===== config.mk =====
export PLATFORM = sky130hd
export DESIGN_NAME = bankgroup_access_ctrl
export DESIGN_NICKNAME = d
export VERILOG_FILES = /design/src/rtl/bankgroup_access_ctrl_pkg.sv /design/src/rtl/bankgroup_rsp_slot.sv /design/src/rtl/bankgroup_access_ctrl.sv
export SDC_FILE = /design/constraint.sdc
export NUM_CORES = 1
export LEC_CHECK = 0
export CAP_MARGIN = 30
export CORE_AREA = 4 4 105 107
export DETAILED_ROUTE_END_ITERATION = 6
export DIE_AREA = 0 0 109 111
export PLACE_DENSITY = 0.7
export SLEW_MARGIN = 20
export SYNTH_ARGS = -nofsm -noshare
export SYNTH_HDL_FRONTEND = slang
export SYNTH_SLANG_ARGS = --single-unit
export TNS_END_PERCENT = 10

===== constraint.sdc =====
create_clock -name clk -period 2.05 [get_ports clk]
set_input_delay 0.5125 -clock clk [delete_from_list [all_inputs] [get_ports clk]]
set_output_delay 0.5125 -clock clk [all_outputs]
set_load 0.1 [all_outputs]

===== src/rtl/bankgroup_access_ctrl_pkg.sv =====
// Shared encodings and default widths for the bankgroup access sequencer.
package bankgroup_access_ctrl_pkg;
  localparam int ADDR_W_DEF = 10;
  localparam int DATA_W_DEF = 32;
  localparam int FIFO_NUM   = 3;

  typedef enum logic [1:0] {
    OP_RWR  = 2'b00,
    OP_RRD  = 2'b01,
    OP_PUSH = 2'b10,
    OP_POP  = 2'b11
  } op_e;

  typedef enum logic [2:0] {
    S_IDLE, S_ISSUE, S_WAIT, S_RESP, S_FLUSH, S_GAP
  } state_e;

  typedef struct packed {
    op_e        op;
    logic [1:0] fifo;
  } req_t;
endpackage


===== src/rtl/bankgroup_rsp_slot.sv =====
// One-entry response holding register; payload stays frozen until the consumer takes it.
module bankgroup_rsp_slot #(
  parameter int DATA_W = 32
) (
  input  logic              clk,
  input  logic              rst,
  input  logic              load,
  input  logic              load_err,
  input  logic [DATA_W-1:0] load_data,
  input  logic              rsp_ready,
  output logic              rsp_valid,
  output logic              rsp_err,
  output logic [DATA_W-1:0] rsp_data
);
  always_ff @(posedge clk) begin
    if (!rst) begin
      rsp_valid <= 1'b0;
      rsp_err   <= 1'b0;
      rsp_data  <= '0;
    end else if (load) begin
      rsp_valid <= 1'b1;
      rsp_err   <= load_err;
      rsp_data  <= load_data;
    end else if (rsp_valid && rsp_ready) begin
      rsp_valid <= 1'b0;
    end
  end
endmodule


===== src/rtl/bankgroup_access_ctrl.sv =====
// Single-outstanding sequencer turning valid/ready requests into registered bankgroup controls.
module bankgroup_access_ctrl
  import bankgroup_access_ctrl_pkg::*;
#(
  parameter int ADDR_W = ADDR_W_DEF,
  parameter int DATA_W = DATA_W_DEF,
  parameter int RD_LAT = 1
) (
  input  logic              clk,
  input  logic              rst,
  input  logic              req_valid,
  output logic              req_ready,
  input  logic [1:0]        req_op,
  input  logic [1:0]        req_fifo,
  input  logic [ADDR_W-1:0] req_addr,
  input  logic [DATA_W-1:0] req_data,
  input  logic              flush_req,
  output logic              rsp_valid,
  input  logic              rsp_ready,
  output logic [DATA_W-1:0] rsp_data,
  output logic              rsp_err,
  output logic              bg_en,
  output logic              bg_we,
  output logic              bg_re,
  output logic              bg_pattern,
  output logic              bg_flush,
  output logic [1:0]        bg_fifo_sel,
  output logic [ADDR_W-1:0] bg_addr,
  output logic [DATA_W-1:0] bg_din,
  input  logic [DATA_W-1:0] bg_dout
);
  localparam logic [2:0] CNT_INIT = 3'(RD_LAT - 1);

  state_e      state;
  logic [2:0]  cnt;
  logic        flush_pend;
  req_t        req;
  logic        accept, illegal, is_wr;
  logic        slot_load, slot_err;
  logic [DATA_W-1:0] slot_data;

  assign req       = '{op: op_e'(req_op), fifo: req_fifo};
  assign req_ready = rst && (state == S_IDLE) && !flush_pend && !flush_req;
  assign accept    = req_valid && req_ready;
  assign illegal   = req.op[1] && (req.fifo >= 2'(FIFO_NUM));
  assign is_wr     = (req.op == OP_RWR) || (req.op == OP_PUSH);

  // Illegal FIFO requests answer immediately with an all-ones error response.
  always_comb begin
    slot_load = 1'b0;
    slot_err  = 1'b0;
    slot_data = bg_dout;
    if (state == S_IDLE && accept && illegal) begin
      slot_load = 1'b1;
      slot_err  = 1'b1;
      slot_data = '1;
    end else if (state == S_WAIT && cnt == 3'd0) begin
      slot_load = 1'b1;
    end
  end

  always_ff @(posedge clk) begin
    if (!rst) begin
      state       <= S_IDLE;
      cnt         <= 3'd0;
      flush_pend  <= 1'b0;
      bg_en       <= 1'b0;
      bg_we       <= 1'b0;
      bg_re       <= 1'b0;
      bg_pattern  <= 1'b0;
      bg_flush    <= 1'b0;
      bg_fifo_sel <= 2'd0;
      bg_addr     <= '0;
      bg_din      <= '0;
    end else begin
      bg_en    <= 1'b0;
      bg_we    <= 1'b0;
      bg_re    <= 1'b0;
      bg_flush <= 1'b0;
      if (flush_req) flush_pend <= 1'b1;
      case (state)
        S_IDLE: begin
          if (flush_pend || flush_req) begin
            state      <= S_FLUSH;
            bg_flush   <= 1'b1;
            flush_pend <= 1'b0;
          end else if (accept) begin
            if (illegal) begin
              state <= S_RESP;
            end else begin
              state      <= S_ISSUE;
              bg_en      <= 1'b1;
              bg_we      <= is_wr;
              bg_re      <= !is_wr;
              bg_pattern <= req.op[1];
              if (req.op[1]) bg_fifo_sel <= req.fifo;
              else           bg_addr     <= req_addr;
              if (is_wr)     bg_din      <= req_data;
            end
          end
        end
        S_ISSUE: begin
          if (bg_re) begin
            state <= S_WAIT;
            cnt   <= CNT_INIT;
          end else begin
            state <= S_IDLE;
          end
        end
        S_WAIT: begin
          if (cnt == 3'd0) state <= S_RESP;
          else             cnt   <= cnt - 3'd1;
        end
        S_RESP:  if (rsp_ready) state <= S_IDLE;
        S_FLUSH: state <= S_GAP;
        S_GAP:   state <= S_IDLE;
        default: state <= S_IDLE;
      endcase
    end
  end

  bankgroup_rsp_slot #(.DATA_W(DATA_W)) u_slot (
    .clk       (clk),
    .rst       (rst),
    .load      (slot_load),
    .load_err  (slot_err),
    .load_data (slot_data),
    .rsp_ready (rsp_ready),
    .rsp_valid (rsp_valid),
    .rsp_err   (rsp_err),
    .rsp_data  (rsp_data)
  );
endmodule


==> out/summary.txt, run 1 <==
total congestion overflow -> 0
Setup crit end kind -> output port
crit path kind -> in2out
final hold viol count -> 0
Ys Warns -> 0
share of flip-flops with an asynchronous set or reset -> 0%
final hold slack -> 459 ps
Reg clk slew, reported paths -> 80 ps
post-DR vias/cell -> 4.58
CP startpoint -> flush_req
synthesized area -> 3670 sq um
Port Buf Inserts -> 166
Post-Synth XOR/XNOR Area -> 0.239%
DP Wirelength -> 6510 um
Post-synth EDFFs -> 0
top cell family by delay on the critical path -> buffers and inverters
Die H -> 111 um
Synth Area per Inst -> 9.86 sq um
CTS tree -> done
DR iter-0 viols -> 99
unrepaired setup endpoints after global routing -> true
WL/cell -> 13.3 um
global-route wire length before repair -> 14300 um
violated checks -> setup timing
startpoint types -> input pin
post-synthesis compound-gate area fraction -> 9.31%
Critical R2R Launch -> cnt[0]
Syn Nets -> 457
Core ar. -> 10100 sq um
Worst-Skew Late Latency -> 350 ps
# clock sinks -> 90
synth top area cells -> dfxtp_1 (49%), mux2i_1 (21%), nand2_1 (8.9%), a21boi_0 (7.2%), clkbuf_1 (2.0%)
CTS Root Cell -> clkbuf_8
H-tree Lvls -> 3
maximum clock path buffer count -> 2
total global-route track usage -> 14.3%
post-synth top area share -> 49.1%
most numerous cell in the Yosys netlist -> dfxtp_1
Die Area -> 12100 sq um
starting density of the core -> 36.2%
initial antenna violation count -> 0
drt first pass iters -> 4
die width -> 109 um
ordered cell list for the critical path -> clkdlybuf4s50_1, buf_4, nor4b_4, buf_12
Synth Area in Adders -> 0.682%
Antenna Nets Post-Route -> 0
mux share of post-synthesis cell area -> 21.0%
Required @ worst endpoint -> 1540 ps
Hold Crit Start -> cnt[0]
final WL -> 8960 um
slew margin rel. -> 58.5%
Highest Clock Rate -> 0.473 GHz
leakage power -> 2.13 nW
Seq/Total Area, Yosys -> 49.1%
Slew Limit Fails -> 0
number of global-route vias before repair -> 3092
largest net degree at the start of global routing -> 133
outcome -> finished with violations
synthesized netlist cell count -> 372
Worst Max-Slew Pin Slew -> 617 ps
Post-CTS Setup Bufs -> 0
final worst slack -> -62.6 ps
Sequential Area -> 1800 sq um
Post-Place Cells -> 656
Post-synth top flop -> dfxtp_1
final period utilization -> 103%
final setup skew -> 11.2 ps
CP max stage delay -> 410 ps
area of the multi-input gates -> 1720 sq um
Final #Nets -> 616
n_diodes -> 0
WP data arrival -> 1600 ps
Buf/Inv on CP -> 3
peak supply drop -> 0.382 mV
Power Density -> 680 nW/um^2
RePlAce Congestion -> 0.729
Setup TNS Final -> -62.6 ps
Yosys reg bits -> 90
I/O pin total -> 167
Post-Layout Cell Count -> 672
worst hold path class -> reg2reg
fillcell total -> 901
maximum fanout along the worst path -> 4
simple-gate area share of the yosys netlist -> 14.6%
TritonCTS Buffers -> 9
largest family of logic cells by synthesized area -> multiplexers
DRC -> 0
MaxCap Viol Count -> 0
area leader, netlist -> dfxtp_1
Core Rows -> 37
most frequent cells after synthesis -> dfxtp_1 (90), nand2_1 (87), mux2i_1 (77)
CP max stage cell -> clkdlybuf4s50_1
share of cells above drive strength 1 -> 23.3%
setup violators final -> 1
Layout area overhead -> 51.4%
number of library cell types mapped by synthesis -> 31
vias post-DR -> 3075
min Tclk post-route -> 2110 ps
-- where the power goes --
part | internal (W) | leakage, nW | switching, W
Clock | 0.000440 | 0.0745 | 0.000608
Combinational | 0.000325 | 1.33 | 0.000566
Sequential | 0.00180 | 0.729 | 0.0000333
Total | 0.00257 | 2.13 | 0.00121
-- area by class of cell --
class / instances / share of cell area [%]
Clock inverter: 6 / 0.788
Inverter: 8 / 0.541
Sequential cell: 90 / 32.5
Timing Repair Buffer: 179 / 29.9
Tap cell: 136 / 3.06
Multi-Input combinational cell: 243 / 31.0
Clock buffer: 10 / 2.30
-- final timing paths --
check,cells after the start,slack (ps),endpoint
min reg2reg,2,460,cnt[0]
max,4,-60,req_ready
min,2,460,cnt[0]
max reg2reg,6,180,cnt[1]
-- layer usage --
metal	track usage [%]	routed length, um
met1	17.1	3810
met2	23.8	4130
met3	4.54	908
met4	5.05	110
met5	0	0
-- logic make-up (layout without fill, tap and decap cells) --
kind of cell | after synthesis | count (layout)
AO/OA/AOI/OAI | 45 | 45
adder cells (fa/ha/maj) | 2 | 2
XOR/XNOR | 1 | 1
multiplexers | 77 | 77
buffers and inverters | 39 | 203
flip-flops | 90 | 90
AND/OR/NAND/NOR | 118 | 118
-- sequential cells by signal, summed over array words and instances, names as in the netlist --
signal	flops
bg_addr	10
bg_din	32
bg_en	1
bg_fifo_sel	2
bg_flush	1
bg_pattern	1
bg_re	1
bg_we	1
cnt	3
flush_pend	1
state	3
u_slot.rsp_data	32
u_slot.rsp_err	1
u_slot.rsp_valid	1
-- repair_timing --
item,4_1_cts,5_1_grt
hold buffers,0,0
gates resized for setup,1,1
setup endpoints to repair,1,1
-- worst reg2reg max path, cell delays in order (launching register included) --
cell     delay (ps)
dfxtp_1         330
inv_1            60
ha_1            190
ha_1            210
or3b_2          440
a21oi_1         350
mux2i_1         230
-- per-stage QoR --
step / worst slack, ps / total power, W / cell area [sq um] / util [%]
global placement: -251 / 0.00276 / 5380 / 53.0
finish: -62.6 / 0.00378 / 5560 / 54.8
CTS: -71.5 / 0.00384 / 5550 / 54.8
detailed placement: -289 / 0.00277 / 5380 / 53.0
global route: -114 / 0.00394 / 5560 / 54.8
floorplan: -434 / 0.00245 / 3690 / -
-- cell usage in the layout, fill, tap and decap left out, types with 2 or more instances in the layout --
master and n:
a21boi_0 35, a21oi_1 2, buf_12 9, buf_4 89, clkbuf_8 9, clkdlybuf4s50_1 81, clkinvlp_4 4, dfxtp_1 89
ha_1 2, inv_1 8, mux2i_1 77, nand2_1 87, nand2b_1 2, nand3_1 4, nand3b_1 3, nor2_1 5
nor3_1 2, nor3b_1 3, nor4_1 2, o221a_2 3, or3b_2 2
No activity file was read; power rests on OpenSTA's default activity.
==> inputs of run 2 (changes only) <==
==> constraint.sdc (replaced) <==
create_clock -name clk -period 1.7 [get_ports clk]
set_input_delay 0.425 -clock clk [delete_from_list [all_inputs] [get_ports clk]]
set_output_delay 0.425 -clock clk [all_outputs]
set_load 0.1 [all_outputs]
==> run 2 against run 1 <==
The flow still finishes with violations (setup timing); worst setup slack lost 250 ps; first-iteration DRC count up 86%; via count increased by 5.7%; sequential power is 22% higher; critical path depth is 1 lower; clock power grew 70%; combinational power up 43%; largest power group unchanged.
==> out/summary.txt, run 2 (synthesized netlist as in run 1, its figures left out) <==
outcome -> finished with violations (unchanged)
violated checks -> setup timing (unchanged)
DRC -> 0 (unchanged)
die width -> 109 um (unchanged)
peak supply drop -> 0.517 mV (was 0.382 mV)
starting density of the core -> 36.2% (unchanged)
WL/cell -> 15.3 um (was 13.3 um)
worst hold path class -> reg2reg (unchanged)
CTS tree -> done (unchanged)
Final #Nets -> 637 (was 616)
Required @ worst endpoint -> 1270 ps (was 1540 ps)
setup violators final -> 1 (unchanged)
crit path kind -> reg2out (was in2out)
initial antenna violation count -> 0 (unchanged)
Highest Clock Rate -> 0.498 GHz
leakage power -> 2.56 nW (was 2.13 nW)
post-DR vias/cell -> 4.69 (was 4.58)
WL met3 -> 977 um (was 908 um)
unrepaired setup endpoints after global routing -> true (unchanged)
slew margin rel. -> 67.1% (was 58.5%)
Gate power share -> 24.0% (was 23.6%)
Die Area -> 12100 sq um (unchanged)
routed wl met2 -> 5200 um (was 4130 um)
Setup TNS Final -> -309 ps (was -62.6 ps)
maximum fanout along the worst path -> 3 (was 4)
leading cell type in the layout, fill and taps excluded -> buf_12
DR iter-0 viols -> 184 (was 99)
CTS Root Cell -> clkbuf_8 (unchanged)
vias post-DR -> 3251 (was 3075)
Internal Power -> 0.00380 W (was 0.00257 W)
I/O pin total -> 167 (unchanged)
Slew Limit Fails -> 0 (unchanged)
total global-route track usage -> 17.2% (was 14.3%)
Setup crit end kind -> output port (unchanged)
Power Density -> 762 nW/um^2 (was 680 nW/um^2)
Core ar. -> 10100 sq um (unchanged)
P_sw -> 0.00150 W (was 0.00121 W)
Worst Max-Slew Pin Slew -> 494 ps (was 617 ps)
Worst-Skew Late Latency -> 350 ps (about the same)
n_diodes -> 0 (unchanged)
Layout area overhead -> 89.3% (was 51.4%)
final hold slack -> 469 ps (was 459 ps)
share of cells above drive strength 1 -> 28.2% (was 23.3%)
Die H -> 111 um (unchanged)
met1 wire length -> 4360 um (was 3810 um)
drt first pass iters -> 6 (was 4)
final WL -> 10600 um (was 8960 um)
Place WS -> -584 ps (was -289 ps)
most frequent cells in the layout -> buf_12 (88), nand2_1 (87), dfxtp_1 (87) (was dfxtp_1 (89), buf_4 (89), nand2_1 (87))
H-tree Lvls -> 3 (unchanged)
Reg clk slew, reported paths -> 80 ps (about the same)
Regs by FF count -> bg_din: 32 flops, u_slot.rsp_data: 32 flops, bg_addr: 10 flops (unchanged)
DP Area -> 6440 sq um (was 5380 sq um)
MaxCap Viol Count -> 0 (unchanged)
Port Buf Inserts -> 166 (unchanged)
Seq pwr share -> 42.4% (was 48.7%)
TritonCTS Buffers -> 9 (unchanged)
largest net degree at the start of global routing -> 133 (unchanged)
Core Rows -> 37 (unchanged)
RePlAce Congestion -> 0.686 (was 0.729)
# clock sinks -> 90 (unchanged)
Finished Cell Area -> 6950 sq um (was 5560 sq um)
total congestion overflow -> 0 (unchanged)
Post-CTS Hold Fix Bufs -> 0 (unchanged)
number of global-route vias before repair -> 3384 (was 3092)
Final Core Density -> 68.5% (was 54.8%)
final worst slack -> -309 ps (was -62.6 ps)
clock share of power -> 33.6% (was 27.8%)
DP Wirelength -> 7410 um (was 6510 um)
switching part of the total -> 28.2% (was 32.0%)
maximum clock path buffer count -> 2 (unchanged)
final period utilization -> 118%
final hold viol count -> 0 (unchanged)
Antenna Nets Post-Route -> 0 (unchanged)
final setup skew -> 9.67 ps (was 11.2 ps)
WP data arrival -> 1580 ps (was 1600 ps)
Top Metal Used -> met4 (unchanged)
min Tclk post-route -> 2010 ps
startpoint types -> flop (was input pin)
global-route wire length before repair -> 16800 um (was 14300 um)
[run 2: cell count changes in the layout (fill, tap and decap cells not counted), moves of 3 or more]
cell,change
buf_12,+79
buf_4,-67
a21boi_0,-32
a21boi_1,+32
mux2i_1,-4
mux2i_2,+4
buf_16,+3
buf_6,+3
bufinv_16,+3
clkinvlp_4,-3
[run 2: power groups by stage]
stage | registers (W) | logic, W | clock network, W
floorplan | 0.00269 | 0.000270 | 0
global placement | 0.00229 | 0.00123 | 0
detailed placement | 0.00229 | 0.00124 | 0
CTS | 0.00224 | 0.00126 | 0.00183
global route | 0.00225 | 0.00133 | 0.00191
finish | 0.00224 | 0.00127 | 0.00178
[run 2: final timing paths]
kind / from / to / slack [ps] / depth (start not counted)
worst min-delay path: cnt[2] / cnt[2] / 470 / 2
worst min register to register: cnt[2] / cnt[2] / 470 / 2
worst max register to register: state[0] / bg_din[9] / 10 / 5
worst max-delay path: state[0] / req_ready / -310 / 3
[run 2: timing repair]
action                     4_1_cts  5_1_grt
gates resized for setup         21       38
setup endpoints to repair       80       61
buffers inserted                 4        1
pin swaps                        6       29
cloned                           4        2
[run 2: layout make-up]
class	instances	area (sq um)
Fill cell	727	3190
Timing Repair Buffer	200	2910
Sequential cell	90	1810
Multi-Input combinational cell	243	1780
Tap cell	136	170
Clock buffer	12	155
Clock inverter	4	97.6
Inverter	8	30.0
[run 2: per-stage QoR]
step	power [W]	std cells
CTS	0.00534	690
finish	0.00529	693
global route	0.00549	693
floorplan	0.00296	372
detailed placement	0.00353	666
global placement	0.00352	666
[run 2: worst max-delay path: stages (launching register included)]
cell and delay (ps):
dfxtp_2 330, or3_4 420, nor4b_4 280, buf_12 210
[run 2: metal layers]
metal,track usage [%],vias up
met5,0,-
met4,3.79,0
met3,6.17,6
met2,29.2,117
met1,20.6,1513
li1,-,1615
